[src/rtl/alu_harness_pkg.sv]
// Shared constants for the switch-driven ALU harness front end.
package alu_harness_pkg;

    // Entry-sequence state encoding; 2'd3 is unused and recovers to WAIT_X.
    localparam logic [1:0] ST_WAIT_X  = 2'd0;
    localparam logic [1:0] ST_WAIT_Y  = 2'd1;
    localparam logic [1:0] ST_DONE    = 2'd2;
    localparam logic [1:0] ST_ILLEGAL = 2'd3;

    // 10 ms of stable button level at a 50 MHz system clock.
    localparam int DEFAULT_DEBOUNCE_CYCLES = 500000;

endpackage

[src/rtl/button_debouncer.sv]
// Synchronises an asynchronous active-low button, debounces it and emits a
// single-cycle pulse on each debounced press (1 -> 0 transition).
module button_debouncer
    import alu_harness_pkg::*;
#(
    parameter int DEBOUNCE_CYCLES = DEFAULT_DEBOUNCE_CYCLES,
    parameter int CNT_W           = $clog2(DEBOUNCE_CYCLES + 1)
) (
    input  logic clock,
    input  logic reset,
    input  logic key_n,
    output logic press
);

    logic             sync1_q, sync1_d;
    logic             sync2_q, sync2_d;
    logic             level_q, level_d;
    logic             press_q, press_d;
    logic [CNT_W-1:0] cnt_q, cnt_d;

    // Next-state: two-stage synchroniser, stability counter, falling-edge pulse.
    always_comb begin
        sync1_d = key_n;
        sync2_d = sync1_q;
        level_d = level_q;
        cnt_d   = {CNT_W{1'b0}};
        if (sync2_q != level_q) begin
            if (cnt_q == CNT_W'(DEBOUNCE_CYCLES - 1)) begin
                // Level has differed for DEBOUNCE_CYCLES cycles: accept it.
                level_d = sync2_q;
                cnt_d   = {CNT_W{1'b0}};
            end else begin
                cnt_d = cnt_q + CNT_W'(1);
            end
        end else begin
            cnt_d = {CNT_W{1'b0}};
        end
        // Only the released-to-pressed transition produces a pulse.
        press_d = level_q & ~level_d;
    end

    // State flops; reset assumes the button is released.
    always_ff @(posedge clock or posedge reset) begin
        if (reset) begin
            sync1_q <= 1'b1;
            sync2_q <= 1'b1;
            level_q <= 1'b1;
            cnt_q   <= {CNT_W{1'b0}};
            press_q <= 1'b0;
        end else begin
            sync1_q <= sync1_d;
            sync2_q <= sync2_d;
            level_q <= level_d;
            cnt_q   <= cnt_d;
            press_q <= press_d;
        end
    end

    assign press = press_q;

endmodule

[src/rtl/operand_entry_sequencer.sv]
// Operand entry front end: debounced button presses step X -> Y -> DONE,
// capturing the switch nibble into held operand registers.
module operand_entry_sequencer
    import alu_harness_pkg::*;
#(
    parameter int WIDTH           = 4,
    parameter int DEBOUNCE_CYCLES = DEFAULT_DEBOUNCE_CYCLES,
    parameter int CNT_W           = $clog2(DEBOUNCE_CYCLES + 1)
) (
    input  logic             clock,
    input  logic             reset,
    input  logic             key_n,
    input  logic             clear,
    input  logic [WIDTH-1:0] data_in,
    output logic             load_x,
    output logic             load_y,
    output logic [WIDTH-1:0] x_out,
    output logic [WIDTH-1:0] y_out,
    output logic             operands_valid,
    output logic [1:0]       state
);

    logic             press;
    logic [1:0]       state_q, state_d;
    logic [WIDTH-1:0] x_q, x_d;
    logic [WIDTH-1:0] y_q, y_d;
    logic             load_x_q, load_x_d;
    logic             load_y_q, load_y_d;
    logic             valid_q, valid_d;

    button_debouncer #(
        .DEBOUNCE_CYCLES (DEBOUNCE_CYCLES),
        .CNT_W           (CNT_W)
    ) u_debouncer (
        .clock (clock),
        .reset (reset),
        .key_n (key_n),
        .press (press)
    );

    // Entry sequencing: clear wins over a coincident press, which is dropped.
    always_comb begin
        state_d  = state_q;
        x_d      = x_q;
        y_d      = y_q;
        load_x_d = 1'b0;
        load_y_d = 1'b0;
        valid_d  = valid_q;
        if (clear) begin
            state_d = ST_WAIT_X;
            valid_d = 1'b0;
        end else begin
            case (state_q)
                ST_WAIT_X: begin
                    if (press) begin
                        x_d      = data_in;
                        load_x_d = 1'b1;
                        state_d  = ST_WAIT_Y;
                    end else begin
                        state_d = ST_WAIT_X;
                    end
                end
                ST_WAIT_Y: begin
                    if (press) begin
                        y_d      = data_in;
                        load_y_d = 1'b1;
                        valid_d  = 1'b1;
                        state_d  = ST_DONE;
                    end else begin
                        state_d = ST_WAIT_Y;
                    end
                end
                ST_DONE: begin
                    // A press here starts a new pair; old Y stays until reloaded.
                    if (press) begin
                        x_d      = data_in;
                        load_x_d = 1'b1;
                        valid_d  = 1'b0;
                        state_d  = ST_WAIT_Y;
                    end else begin
                        state_d = ST_DONE;
                    end
                end
                default: begin
                    // Unused encoding: return to a known start within one clock.
                    state_d = ST_WAIT_X;
                    valid_d = 1'b0;
                end
            endcase
        end
    end

    // Registered sequencer state and outputs.
    always_ff @(posedge clock or posedge reset) begin
        if (reset) begin
            state_q  <= ST_WAIT_X;
            x_q      <= {WIDTH{1'b0}};
            y_q      <= {WIDTH{1'b0}};
            load_x_q <= 1'b0;
            load_y_q <= 1'b0;
            valid_q  <= 1'b0;
        end else begin
            state_q  <= state_d;
            x_q      <= x_d;
            y_q      <= y_d;
            load_x_q <= load_x_d;
            load_y_q <= load_y_d;
            valid_q  <= valid_d;
        end
    end

    assign state          = state_q;
    assign x_out          = x_q;
    assign y_out          = y_q;
    assign load_x         = load_x_q;
    assign load_y         = load_y_q;
    assign operands_valid = valid_q;

endmodule
[config.mk]
export PLATFORM = sky130hd
export DESIGN_NAME = operand_entry_sequencer
export DESIGN_NICKNAME = d
export VERILOG_FILES = /design/src/rtl/alu_harness_pkg.sv /design/src/rtl/button_debouncer.sv /design/src/rtl/operand_entry_sequencer.sv
export SDC_FILE = /design/constraint.sdc
export NUM_CORES = 1
export LEC_CHECK = 0
export ABC_AREA = 1
export CORE_UTILIZATION = 50
export CTS_CLUSTER_DIAMETER = 200
export DETAILED_ROUTE_END_ITERATION = 7
export PLACE_DENSITY = 0.72
export SYNTH_ARGS = -nofsm -noshare
export SYNTH_HDL_FRONTEND = slang
export SYNTH_HIERARCHICAL = 1
export SYNTH_SLANG_ARGS = --single-unit
[constraint.sdc]
create_clock -name clock -period 1.8 [get_ports clock]
set_clock_uncertainty 0.2 [all_clocks]
set_input_delay 0.54 -clock clock [delete_from_list [all_inputs] [get_ports clock]]
set_output_delay 0.54 -clock clock [all_outputs]
set_load 0.01 [all_outputs]
* Yosys cells after proc, flatten, opt, wreduce, memory -nomap -nowiden
Index checks and enable logic that the tools add are counted.
** Cells by class
- Bitwise operators :: 3
- Add/subtract/negate cells :: 1
- Reductions and logical operators :: 5
- Equal/unequal tests :: 7
- Mux-type cells :: 18
** Operator list (count)
- two-way mux 19 bit :: 2
- adder 19 x 1 -> 19 bit, second input constant :: 1
- equality test 19 bit, second input constant :: 1
- two-way mux 1 bit :: 11
- AND reduction 3 bit :: 3
- two-way mux 2 bit :: 3
- != test 3 x 2 -> 1 bit, second input constant :: 2
- one-hot mux 2 bit (3 select lines) :: 1
- one-hot mux 1 bit (3 select lines) :: 1
- equality test 2 x 1 -> 1 bit, second input constant :: 1
- equality test 2 bit, second input constant :: 1
- logical NOT 2 bit :: 1
- != test 2 bit, second input constant :: 1
- NOT 1 bit :: 2
- OR reduction 2 bit :: 1
- AND 1 bit :: 1
- != test 1 bit :: 1
** Storage, ports and cells
- Input bits :: 8
- Output and inout bits :: 13
- Flip-flop bits (word level) :: 36
- Word-level logic and storage cells :: 45

* Longest topological paths before layout
- Word-level depth :: 5
- Depth in mapped cells :: 8
- Mapped depth without buffers :: 8

* Hierarchy
Netlist, hierarchy kept.
** Modules (own cells, without submodules)
- button_debouncer :: seq. area each 579.3 um^2, area an instance 1291.2 um^2, cells each 157, instances 1
- operand_entry_sequencer :: seq. area each 325.3 um^2, area an instance 556.8 um^2, cells each 58, instances 1

* Least setup slack after synthesis
OpenSTA, ideal clock, no wires.
- Kind :: register to register
- Start point :: register u_debouncer.cnt_q[0]
- End point :: register u_debouncer.cnt_q[18]
- Period minus slack after synthesis :: 1.462 ns
- Library setup time :: 0.119 ns
- Data required time :: 1.481 ns
- Buffers on the path :: 0
- Setup slack :: 0.338 ns
- Cell stages (with the launch flop) :: 9
- Arrival time :: 1.143 ns
- Cells stage by stage :: dfrtp_1 ha_1 nand2_2 nor2_2 nand2_4 nor2_2 nand3_1 nand3_1 nor2_1
** On the way
- Cells in the longest elaborated chain, start to end :: 3
- Elaborated cells between the ends (all ways) :: 4
- Those cells by class :: add/sub: 1; eq/ne: 1; mux: 2
** RTL lines
- start, declared :: RTL line button_debouncer.sv:19 : logic [CNT_W-1:0] cnt_q, cnt_d;
- start signal, assigned :: RTL line button_debouncer.sv:48 : cnt_q <= {CNT_W{1'b0}};
- start signal, assigned :: RTL line button_debouncer.sv:54 : cnt_q <= cnt_d;
- adder 19 x 1 -> 19 bit / equality test 19 bit (equally long branches) :: RTL line button_debouncer.sv:33, button_debouncer.sv:28
- two-way mux 19 bit (*) :: RTL line button_debouncer.sv:28 : if (cnt_q == CNT_W'(DEBOUNCE_CYCLES - 1)) begin
- two-way mux 19 bit (*) :: RTL line button_debouncer.sv:27 : if (sync2_q != level_q) begin
- via u_debouncer.cnt_d[18] :: RTL line button_debouncer.sv:19
Mark *: on every way through the listed nets, which the timed path passes. The rest lies on a longest branch.
A chain may end at the register's enable or synchronous reset.

* Final worst setup path
- Start point :: register x_q[1] (netlist: x_out[1])
- End point :: output x_out[1]
** RTL lines
- start, declared :: RTL line operand_entry_sequencer.sv:25 : logic [WIDTH-1:0] x_q, x_d;
- start signal, assigned :: RTL line operand_entry_sequencer.sv:97 : x_q <= {WIDTH{1'b0}};
- end, declared :: RTL line operand_entry_sequencer.sv:17 : output logic [WIDTH-1:0] x_out,
No word-level cell between the ends.

==> impl_metrics.yaml <==
outcome:
  status: "finished, final reports clean"
timing:
  tightest_slew_ps: 252.1
  hold_violations: 0
  finalMaxSlewViolations: 0
  rsz0062_at_grt: "no"
  slew_headroom_pct: 83.14
  final.min_clock_period_ps: 1704
  fin_setup_tns_ps: 0
  setup_viol: 0
  fmax_mhz: 587.0
  finalCritPeriodShare_pct: 94.65
setup_path:
  start_kind: "register"
  r2r_slack_ps: 190
  endpoint_kind: "primary output"
  critPathKind: "reg2out"
  critPathBufInv: 1
  crit_path_max_fanout: 2
  r2r_cells: 6
  cp_slowest_stage_delay_ps: 390
  cp.required_ps: 1060
  crit_path_top_delay_cell: "dfrtp_1"
  r2r_end: "u_debouncer/cnt_q[1]"
  path_cells: "dlygate4sd2_1"
  critical_path.top_delay_family: "flip-flops"
  reg2reg_from: "u_debouncer/cnt_q[0]"
  crit_arrival_ps: 960
clock_network:
  clkTransAtPathRegs_ps: 70
  cts_tree: "yes"
  cts.sinks: 36
  clock_latency_ps: 290
  clock_path_buffers: 2
  cts_made_buffers: 5
  cts_max_level: 2
  cts_root_buf: "clkbuf_8"
yosys:
  synth_seq_cells: 36
  ys_async_sr_fraction_pct: 100.0
  ys_top_cells_by_area: "dfrtp_1 (45%), nand2_1 (9.1%), nor2_1 (6.9%)"
  synth.most_common_cell: "nand2_1"
  synth.distinct_cells: 28
  synth_ff_type: "dfrtp_1"
  synthesis.area_um2: 1848
  ys_seq_area_share_pct: 48.95
  postSynthAreaPerCell_um2: 8.595
  synth_area_leader_cell: "dfrtp_1"
  ys_top_cells_by_count: "nand2_1 (45), nor2_1 (34), dfrtp_1 (33), inv_1 (24), nand3_1 (19)"
  synth_cells: 215
  ys.warnings.count: 6
  synth-edff-count: 0
  synthesis.nets: 224
  yosys.area.top_type_share_pct: 44.69
place:
  io_buffers: 20
  hpwl_um: 2579
  dp.cells: 287
  routabilityCongestion: 0.9107
route:
  wl_um: 3352
  detail-route-antenna-nets: 0
  drc: 0
  avgViaCountPerCell: 4.807
  wl_per_cell_um: 11.32
  drt_iter0_drc: 36
  num_vias: 1423
  dr.pass1.iters: 4
global_route:
  first_global_vias: 1402
  antenna_found_initial: 0
  grt_max_degree: 14
  grt_pass1_wl_um: 6210
  grt.total_usage_pct: 20.66
  grt-ovfl-total: 0
worst_hold_path:
  worstHoldPathType: "reg2reg"
  hold_path_end: "u_debouncer/sync2_q"
  hp-start: "u_debouncer/sync1_q"
  min_path_cells: 0
flow_run:
  max_cap_viol_count: 0
layout:
  fin_util_pct: 64.92
  regArea_um2: 904.6
  area_delta_synth_final_pct: 20.92
  drive_gt1_share_pct: 20.00
  nets: 258
  diodes: 0
  fillers: 295
  finalNonFillerCells: 296
  multi_input_area_um2: 847.1
floorplanning:
  start_util_pct: 53.69
  fp-row-count: 21
  ios: 21
  die_w_um: 62.80
  die-area_um2: 3943
  die_h_um: 62.80
  core_um2: 3442
power:
  p_per_area_nw_per_um2: 645.7
  p_leak_nw: 1.089
  vdd_drop_max_mv: 0.4070
worst max path at each step:
stage                     cells after the start                  from                     to
final                                         1              x_out[1]               x_out[1]
after global routing                          6  u_debouncer/cnt_q[0]   u_debouncer/cnt_q[3]
after CTS                                     1              x_out[1]               x_out[1]
after detailed placement                      5                 clear               x_out[3]
after global placement                        5                 clear               y_out[3]
after floorplan                               8  u_debouncer/cnt_q[0]  u_debouncer/cnt_q[18]
flip-flops by register name, summed over array words and instances (netlist names), 2 cells and up:
register           count
u_debouncer/cnt_q     19
x_out                  4
y_out                  4
state                  2
cell type report:
class                   count  area share [%]
inverters                  27           4.535
flip-flops and latches     36           40.48
repair buffers             27           10.58
multi-input cells         152           37.91
clock buffers               5           3.080
well taps                  46           2.576
clock inverters             3          0.8399
stage by stage:
| stage | hold slack, ps | cell area [µm²] | total power [mW] | worst slack [ps] |
|---|---|---|---|---|
| after floorplan | 145.2 | 1848 | 0.8699 | 338.0 |
| after CTS | 159.4 | 2230 | 1.473 | 79.61 |
| after global routing | 161.4 | 2235 | 1.516 | 22.43 |
| final | 158.4 | 2235 | 1.443 | 96.30 |
| after detailed placement | 149.1 | 2151 | 0.9059 | -40.71 |
| after global placement | 147.6 | 2151 | 0.9059 | -13.37 |
report_power, final:
part / leakage (nW) / switching, mW / total [mW] / internal, mW
sequential: 0.490 / 0.00566 / 0.824 / 0.818
combinational: 0.551 / 0.0382 / 0.0660 / 0.0278
clock: 0.0479 / 0.284 / 0.553 / 0.269
what timing repair did:
item / in CTS / in global routing
hold buffers: 0 / 0
setup endpoints to repair: 13 / 1
resized for setup: 13 / 1
hold endpoints to repair: 0 / 0
cloned: 0 / 0
setup buffers: 1 / 0
cells in the final DEF, fill, tap and decap left out, drive strengths merged, types with 2 or more instances in the layout:
cell           count
nand2             55
nand4              3
dlygate4sd2       13
clkinv             3
clkbuf             5
a21oi              5
nor3b              2
clkdlybuf4s50      7
inv               27
buf                7
dfrtp             33
nand3             22
dfstp              3
xor2               5
o21ai              4
nor2              47
nor3               2
xnor2              3
cells by family (layout without fill, tap and decap cells):
group,after synthesis,count (layout),share of synthesized area (%)
and+or+nand+nor,131,131,36.90
DFF,36,36,48.95
buffers and inverters,27,62,5.484
AOI/OAI and AO/OA,12,12,3.792
xor gates and xnor gates,8,8,4.198
adders and majority gates,1,1,0.6769
per-layer routing:
layer  global-route usage, %  wire length (µm)  vias to the layer above
li1                        -                 -                      743
met3                   5.474               122                        6
met1                   27.03              1624                      651
met5                       0                 0                        -
met4                   7.849                58                        0
met2                   32.74              1546                       23
Power figures use the tool's default switching activity.
